### src/rtl/id_hazard_ctrl.sv
// ---------------------------------------------------------------------------
// id_hazard_ctrl
//   Hazard and stall controller for the IF/ID pipeline register. It compares
//   the decoded ID-stage operands against the EX-stage destination and flag
//   update. On a hazard it holds PC and IF/ID and puts a bubble into ID/EX.
//   A taken branch resolved in ID flushes IF/ID, but only in a cycle that is
//   not stalled. Two saturating performance counters record stalled cycles
//   and flushes.
//
// Ports
//   clk              rising-edge clock
//   reset            asynchronous, active-low reset
//   Rn_id            ID source register 1
//   src2_id          ID source register 2 (already Reg2Loc-selected)
//   uses_src2_id     ID instruction reads src2_id
//   Rd_id            ID Rd, the operand that CBZ tests
//   cbz_id           ID instruction is CBZ
//   cond_id          ID instruction is B.cond
//   branch_taken_id  branch resolved taken in ID this cycle
//   Rd_ex            EX destination register
//   RegWrite_ex      EX instruction writes Rd_ex
//   MemtoReg_ex      EX instruction is a load
//   update_ex        EX instruction sets flags
//   pc_we            PC write enable
//   if_id_we         IF/ID write enable
//   if_id_flush      IF/ID loads a NOP on the next edge
//   id_ex_bubble     ID/EX loads zeroed control on the next edge
//   stall_count      number of stalled cycles, saturating
//   flush_count      number of flushes, saturating
// ---------------------------------------------------------------------------
module id_hazard_ctrl #(
  parameter int CNT_W = 16,
  parameter int XZR   = 31
) (
  input  logic             clk,
  input  logic             reset,
  input  logic [4:0]       Rn_id,
  input  logic [4:0]       src2_id,
  input  logic             uses_src2_id,
  input  logic [4:0]       Rd_id,
  input  logic             cbz_id,
  input  logic             cond_id,
  input  logic             branch_taken_id,
  input  logic [4:0]       Rd_ex,
  input  logic             RegWrite_ex,
  input  logic             MemtoReg_ex,
  input  logic             update_ex,
  output logic             pc_we,
  output logic             if_id_we,
  output logic             if_id_flush,
  output logic             id_ex_bubble,
  output logic [CNT_W-1:0] stall_count,
  output logic [CNT_W-1:0] flush_count
);

  localparam logic [4:0] XZR_IDX = 5'(XZR);

  typedef enum logic {RUN, STALL} state_e;

  state_e           state_q, state_d;
  logic [1:0]       cnt_q, cnt_d;
  logic [CNT_W-1:0] stall_count_q, flush_count_q;

  logic       ex_writes;
  logic       match_rn, match_src2, match_rd;
  logic [1:0] need;
  logic       stall;
  logic       flush;

  // XZR is hard-wired zero, so writing it never creates a dependency.
  assign ex_writes  = RegWrite_ex && (Rd_ex != XZR_IDX);
  assign match_rn   = ex_writes && (Rd_ex == Rn_id);
  assign match_src2 = ex_writes && (Rd_ex == src2_id);
  assign match_rd   = ex_writes && (Rd_ex == Rd_id);

  // CBZ resolves in ID, so a load feeding it needs two bubbles: one to let
  // the load reach MEM and one more for its data to be forwardable to ID.
  // NOTE: every signal driven in always_comb is given a default first, so
  // no path through the block can leave it unassigned and infer a latch.
  always_comb begin
    need = 2'd0;
    if (cbz_id && MemtoReg_ex && match_rd) begin
      need = 2'd2;
    end else if ((MemtoReg_ex && match_rn) ||
                 (MemtoReg_ex && uses_src2_id && match_src2) ||
                 (cbz_id && !MemtoReg_ex && match_rd) ||
                 (cond_id && update_ex)) begin
      need = 2'd1;
    end
  end

  assign stall = ((state_q == RUN) && (need != 2'd0)) || (state_q == STALL);
  // A branch evaluated on stale operands in a stalled cycle is ignored. It
  // is re-evaluated on the first cycle that is not stalled.
  assign flush = branch_taken_id && !stall;

  // STALL ignores the hazard inputs. The bubble already sitting in EX is
  // what would otherwise clear the match.
  always_comb begin
    state_d = state_q;
    cnt_d   = cnt_q;
    unique case (state_q)
      RUN: begin
        if (need == 2'd2) begin
          state_d = STALL;
          cnt_d   = 2'd1;
        end
      end
      STALL: begin
        if (cnt_q == 2'd1) begin
          state_d = RUN;
          cnt_d   = 2'd0;
        end else begin
          cnt_d = cnt_q - 2'd1;
        end
      end
      default: begin
        state_d = RUN;
        cnt_d   = 2'd0;
      end
    endcase
  end

  // NOTE: state is updated with non-blocking assignments, so every register
  // samples values from before the edge, whatever the order of statements.
  always_ff @(posedge clk or negedge reset) begin
    if (!reset) begin
      state_q       <= RUN;
      cnt_q         <= 2'd0;
      stall_count_q <= '0;
      flush_count_q <= '0;
    end else begin
      state_q <= state_d;
      cnt_q   <= cnt_d;
      if (stall && (stall_count_q != '1)) begin
        stall_count_q <= stall_count_q + 1'b1;
      end
      if (flush && (flush_count_q != '1)) begin
        flush_count_q <= flush_count_q + 1'b1;
      end
    end
  end

  // While reset is low, the outputs hold the pipeline frozen with a bubble
  // in ID/EX.
  assign pc_we        = reset && !stall;
  assign if_id_we     = reset && !stall;
  assign id_ex_bubble = !reset || stall;
  assign if_id_flush  = reset && flush;
  assign stall_count  = stall_count_q;
  assign flush_count  = flush_count_q;

endmodule

### config.mk
export PLATFORM = sky130hd
export DESIGN_NAME = id_hazard_ctrl
export DESIGN_NICKNAME = d
export VERILOG_FILES = /design/src/rtl/id_hazard_ctrl.sv
export SDC_FILE = /design/constraint.sdc
export NUM_CORES = 1
export LEC_CHECK = 0
export ABC_AREA = 1
export ABC_CLOCK_PERIOD_IN_PS = 3900
export BUFFER_PORTS_ARGS = -buffer_cell sky130_fd_sc_hd__buf_4
export CAP_MARGIN = 15
export CORE_UTILIZATION = 50
export DETAILED_ROUTE_END_ITERATION = 12
export GPL_ROUTABILITY_DRIVEN = 0
export PLACE_DENSITY_LB_ADDON = 0.3
export SYNTH_ARGS = -nofsm -noshare
export SYNTH_HDL_FRONTEND = slang
export SYNTH_SLANG_ARGS = --single-unit
export TNS_END_PERCENT = 5
### constraint.sdc
create_clock -name clk -period 3.9 [get_ports clk]
set_clock_uncertainty 0.15 [all_clocks]
set_input_delay 0 -clock clk [delete_from_list [all_inputs] [get_ports clk]]
set_output_delay 0 -clock clk [all_outputs]
set_load 0.005 [all_outputs]
# --- After elaboration in Yosys (flattened, before gate mapping) ---
# Cells that the tools add are included.
word_totals:
  regBits: 35
  out_inout_bits: 36
  inputBits: 29
  elab_cells: 52
op_classes:
  addsub: 3
  bitwise: 1
  n_reduce_logical: 27
  muxes: 8
  n_eq_ne: 9
op_table:
  columns: ["cell", "count"]
  rows:
  - ["$add A16 B1 Y16 const B", 2]
  - ["$ne A16 B16 Y1 const B", 2]
  - ["$logic_and A1 B1 Y1", 18]
  - ["$eq A5 B5 Y1", 3]
  - ["$mux W2", 3]
  - ["$logic_or A1 B1 Y1", 5]
  - ["$ne A5 B5 Y1 const B", 1]
  - ["$pmux W2 S2", 1]
  - ["$logic_not A1 Y1", 3]
  - ["$mux W1", 3]
  - ["$eq A2 B1 Y1 const B", 1]
  - ["$eq A2 B2 Y1 const B", 1]
  - ["$ne A2 B1 Y1 const B", 1]
  - ["$pmux W1 S2", 1]
  - ["$reduce_bool A2 Y1", 1]
  - ["$sub A2 B1 Y2 const B", 1]
  - ["$not A1 Y1", 1]

# --- Logic depth before layout (Yosys ltp) ---
depth:
  depth_word: 15
  ltp_mapped: 14
  depth_no_buf: 13

# --- Worst setup path after synthesis ---
# Ideal clock, no wire load.
synth_path:
  path_kind: "register -> register"
  start: "reg stall_count_q[0], in the netlist stall_count[0]"
  end: "reg stall_count_q[10], in the netlist stall_count[10]"
  synth_period_minus_slack_ps: 1846
  path_buffers: 1
  stages_incl_launch_ff: 10
  t_required_ps: 3635
  setup_time_ps: 115
  arrival_ps: 1580
  path_slack_ps: 2054
  path_cell_list: "dfrtp_1 > ha_1 > nand3_4 > nor3_4 > nand3_1 > nor2_2 > nand2_2 > buf_2 > nand3_1 > nand2_2"
synth_between:
  elab_chain_cells: 2
  word_cells_on_any_way: 3
  cone_classes: "1 x add/sub; 1 x eq/ne; 1 x reduce/logical"
synth_lines:
  columns: ["element", "line_no", "text"]
  rows:
  - ["from (decl)", "62", "logic [CNT_W-1:0] stall_count_q, flush_count_q;"]
  - ["from (signal assigned)", "136", "stall_count_q <= stall_count_q + 1'b1;"]
  - ["branches (longest 2 deep; another with $add A16 B1 Y16)", null, null]
# Parallel ways; which one is timed is not known.
# A chain may end at the register's enable or synchronous reset.

# --- Final worst setup path ---
layout_path:
  start: "reg flush_count_q[0], in the netlist flush_count[0]"
  end: "reg flush_count_q[2], in the netlist flush_count[2]"
layout_between:
  elab_chain_cells: 2
  word_cells_on_any_way: 3
  cone_classes: "1 x add/sub; 1 x eq/ne; 1 x reduce/logical"
layout_lines:
  columns: ["element", "line_no", "text"]
  rows:
  - ["from (decl)", "62", null]
  - ["from (signal assigned)", "139", "flush_count_q <= flush_count_q + 1'b1;"]
  - ["branches (longest 2 deep; another with $add A16 B1 Y16)", null, null]
# Parallel ways; which one is timed is not known.

==> flow_metrics.py <==
metrics = {
    "run_status": {
        "outcome": "completed",
    },
    "die": {
        "core_area_um2": 5075,
        "io_pins": 65,
        "start_util_pct": 51.73,
        "dieArea_um2": 5544,
        "die_h_um": 74.46,
        "dieWidth_um": 74.46,
        "fp-row-count": 26,
    },
    "clock_network": {
        "clk_pin_slew_ns": 0.08,
        "tritoncts": "done",
        "htree_levels": 2,
        "clk_latency_ns": 0.30,
        "cts_root_buf": "clkbuf_8",
        "clock_sinks": 35,
        "cts.path.max_buffers": 2,
        "post-cts-setup-buffer-count": 0,
        "numCtsBuffers": 5,
    },
    "pwr": {
        "switching_share_pct": 38.69,
        "peakVddDrop_uv": 280.0,
        "p_comb_share_pct": 33.5,
        "leakage_nw": 1.713,
        "p_sw_mw": 0.4505,
        "p_per_area_nw_per_um2": 361.7,
        "internal_power_mw": 0.7139,
        "power_frac_seq_pct": 43.0,
        "p_clk_share_pct": 23.4,
    },
    "placed_design": {
        "hpwl_mm": 4.344,
        "placement.io_buffers": 64,
        "dp.cells": 494,
        "place_ws_ns": 1.641,
    },
    "synthesis": {
        "synth-seq-area-share_pct": 33.37,
        "syn-instance-count": 369,
        "yosysTopAreaCell": "dfrtp_1",
        "async_flop_share_pct": 100.0,
        "ys.flop_type": "dfrtp_1",
        "synth_seq_cells": 35,
        "yosys-top-cells-area": "dfrtp_1, nand2_1, nand3_1",
        "synth_nets": 401,
        "synth_edf_count": 0,
        "synth_cell_types": 29,
        "netlist_area_um2": 2625,
        "syn_avg_cell_area_um2": 7.114,
        "synth_top_area_share_pct": 33.37,
        "yosys_warnings": 0,
    },
    "global_route": {
        "grt_pass1_vias": 2360,
        "antenna_found_initial": 0,
        "grt_pass1_wl_mm": 10.23,
        "grt_usage_pct": 24.06,
        "grt.overflow.total": 0,
        "grt_start_max_net_pins": 37,
    },
    "setup_path": {
        "end_kind": "flip-flop",
        "worstReg2RegEnd": "flush_count[2]$_DFFE_PN0P_",
        "arrival_ns": 2.32,
        "path_max_fanout": 17,
        "start_kind": "flip-flop",
        "rr_startpoint": "flush_count[0]$_DFFE_PN0P_",
        "cp_slowest_stage_delay_ns": 0.70,
        "required_ns": 3.94,
        "cpMaxStageDelayCell": "a31oi_2",
        "critPathMostFrequentCell": "nand2_1",
        "crit_chain": "ha_1 -> nand2_1 -> nor2_2 -> a31oi_2 -> nand3_4 -> nand2_1 -> nand2_1",
        "reg2reg_slack_ns": 1.62,
        "crit_type": "flip-flop to flip-flop",
        "reg2reg_depth": 7,
    },
    "sta": {
        "timing.hold.ws_ns": 0.01550,
        "rsz0062_at_grt": "false",
        "worst_pin_slew_ns": 0.8394,
        "setup_viol": 0,
        "slew_viol_final": 0,
        "timing.slew.headroom_pct": 43.86,
        "fin_crit_sh_pct": 58.53,
        "fin_crit_ns": 2.283,
        "final_hold_viol_count": 0,
        "fin_ws_ns": 1.617,
        "setup_tns_ns": 0,
        "fmax_mhz": 438.1,
    },
    "finish": {
        "syn_to_final_growth_pct": 22.64,
        "antenna_cells": 0,
        "fin_nets": 465,
        "num-fill-cells": 502,
        "final_cell_count_no_fill": 504,
        "layout_commonest_cell": "nand2_1",
        "drive_gt1_share_pct": 26.04,
        "layout_common_cells": "nand2_1, buf_4, inv_1",
    },
    "worst_hold_path": {
        "holdPathEnd": "cnt_q[1]$_DFFE_PN0P_",
        "holdCritStartpoint": "MemtoReg_ex",
        "hold_depth": 6,
        "hold_class": "primary input to flip-flop",
    },
    "detailed_routing": {
        "num_vias": 2508,
        "totalWireLength_mm": 6.003,
        "dr.pass1.iters": 4,
        "wl_per_cell_um": 11.91,
        "postRouteAntennaNets": 0,
        "drt-initial-drc-count": 117,
        "viasPerCell": 4.976,
        "drc": 0,
    },
    "flow_run": {
        "cap_viol_max_count": 0,
    },
}
[cells by family (layout without fill, tap and decap cells)]
group / count (synthesis) / after routing / synth area share [%]
AO/OA/AOI/OAI: 7 / 7 / 1.763
XOR/XNOR: 27 / 27 / 9.009
adder cells (fa/ha/maj): 3 / 3 / 1.430
flip-flops: 35 / 35 / 33.37
AND/OR/NAND/NOR: 241 / 241 / 44.57
buffers and inverters: 56 / 121 / 9.867
[per-layer routing]
| metal | part of all wire [%] | routed length [um] | GRT usage [%] | vias to the layer above |
|---|---|---|---|---|
| met5 | 0 | 0 | 0 | - |
| met4 | 1.8 | 107 | 9.224 | 0 |
| met3 | 4.3 | 259 | 4.065 | 14 |
| met2 | 49 | 2949 | 40.94 | 72 |
| met1 | 45 | 2687 | 30.44 | 1127 |
| li1 | - | - | - | 1295 |
[stage by stage]
step	instance area [um^2]	utilization (%)	total power, mW
after floorplan	2625	-	0.7604
after global placement	3110	61.29	0.8817
after detailed placement	3110	61.29	0.8976
after CTS	3219	63.44	1.170
after global routing	3219	63.44	1.254
final	3219	63.44	1.164
[cells in the mapped netlist, types with 2 or more instances]
cell type,number
buf_4,4
dfrtp_1,35
nand2_2,20
o21ai_1,2
nor3_1,9
xor2_1,20
nand4_1,19
xnor2_1,7
nor2_1,25
inv_1,41
nand3_1,36
buf_6,2
inv_2,6
buf_2,2
nand2_4,2
ha_1,3
o21ai_0,2
nand3_4,3
nand2_1,117
nor2_2,5
[worst max-delay path: cells and delay by family (launching register included)]
| kind | cells | cell delay, ns |
|---|---|---|
| AO/OA/AOI/OAI | 1 | 0.70 |
| adder cells (fa/ha/maj) | 1 | 0.24 |
| flip-flops | 1 | 0.43 |
| AND/OR/NAND/NOR | 5 | 0.64 |
[worst max path at each step]
stage / depth (start not counted) / from / endpoint
after floorplan: 9 / stall_count[0]$_DFFE_PN0P_ / stall_count[10]$_DFFE_PN0P_
after global placement: 7 / flush_count[0]$_DFFE_PN0P_ / flush_count[0]$_DFFE_PN0P_
after detailed placement: 7 / flush_count[0]$_DFFE_PN0P_ / flush_count[3]$_DFFE_PN0P_
after CTS: 7 / flush_count[0]$_DFFE_PN0P_ / flush_count[15]$_DFFE_PN0P_
after global routing: 7 / flush_count[0]$_DFFE_PN0P_ / flush_count[14]$_DFFE_PN0P_
final: 7 / flush_count[0]$_DFFE_PN0P_ / flush_count[2]$_DFFE_PN0P_
[area by class of cell]
class                           instances  area [um^2]  share of cell area, %
Multi-Input combinational cell        278         1490                  46.29
Sequential cell                        35        875.8                  27.21
Timing Repair Buffer                   66        500.5                  15.55
Inverter                               47        176.4                  5.480
Tap cell                               70        87.58                  2.721
Clock buffer                            5        68.82                  2.138
Clock inverter                          3        20.02                 0.6218
[flip-flops by register name, summed over array words and instances (netlist names)]
name         cells
cnt_q            2
flush_count     16
stall_count     16
state_q          1
[timing repair]
| item | in CTS | in global routing |
|---|---|---|
| gates resized for setup | 0 | 0 |
| hold endpoints to repair | 36 | 0 |
| hold buffers | 2 | 0 |
[power by group through the flow]
stage	Combinational (mW)	Sequential [mW]	Clock, mW
after floorplan	0.267	0.494	0
after global placement	0.378	0.503	0
after detailed placement	0.391	0.506	0
after CTS	0.393	0.501	0.277
after global routing	0.446	0.513	0.295
final	0.390	0.501	0.273
No activity file was read; power rests on OpenSTA's default activity.
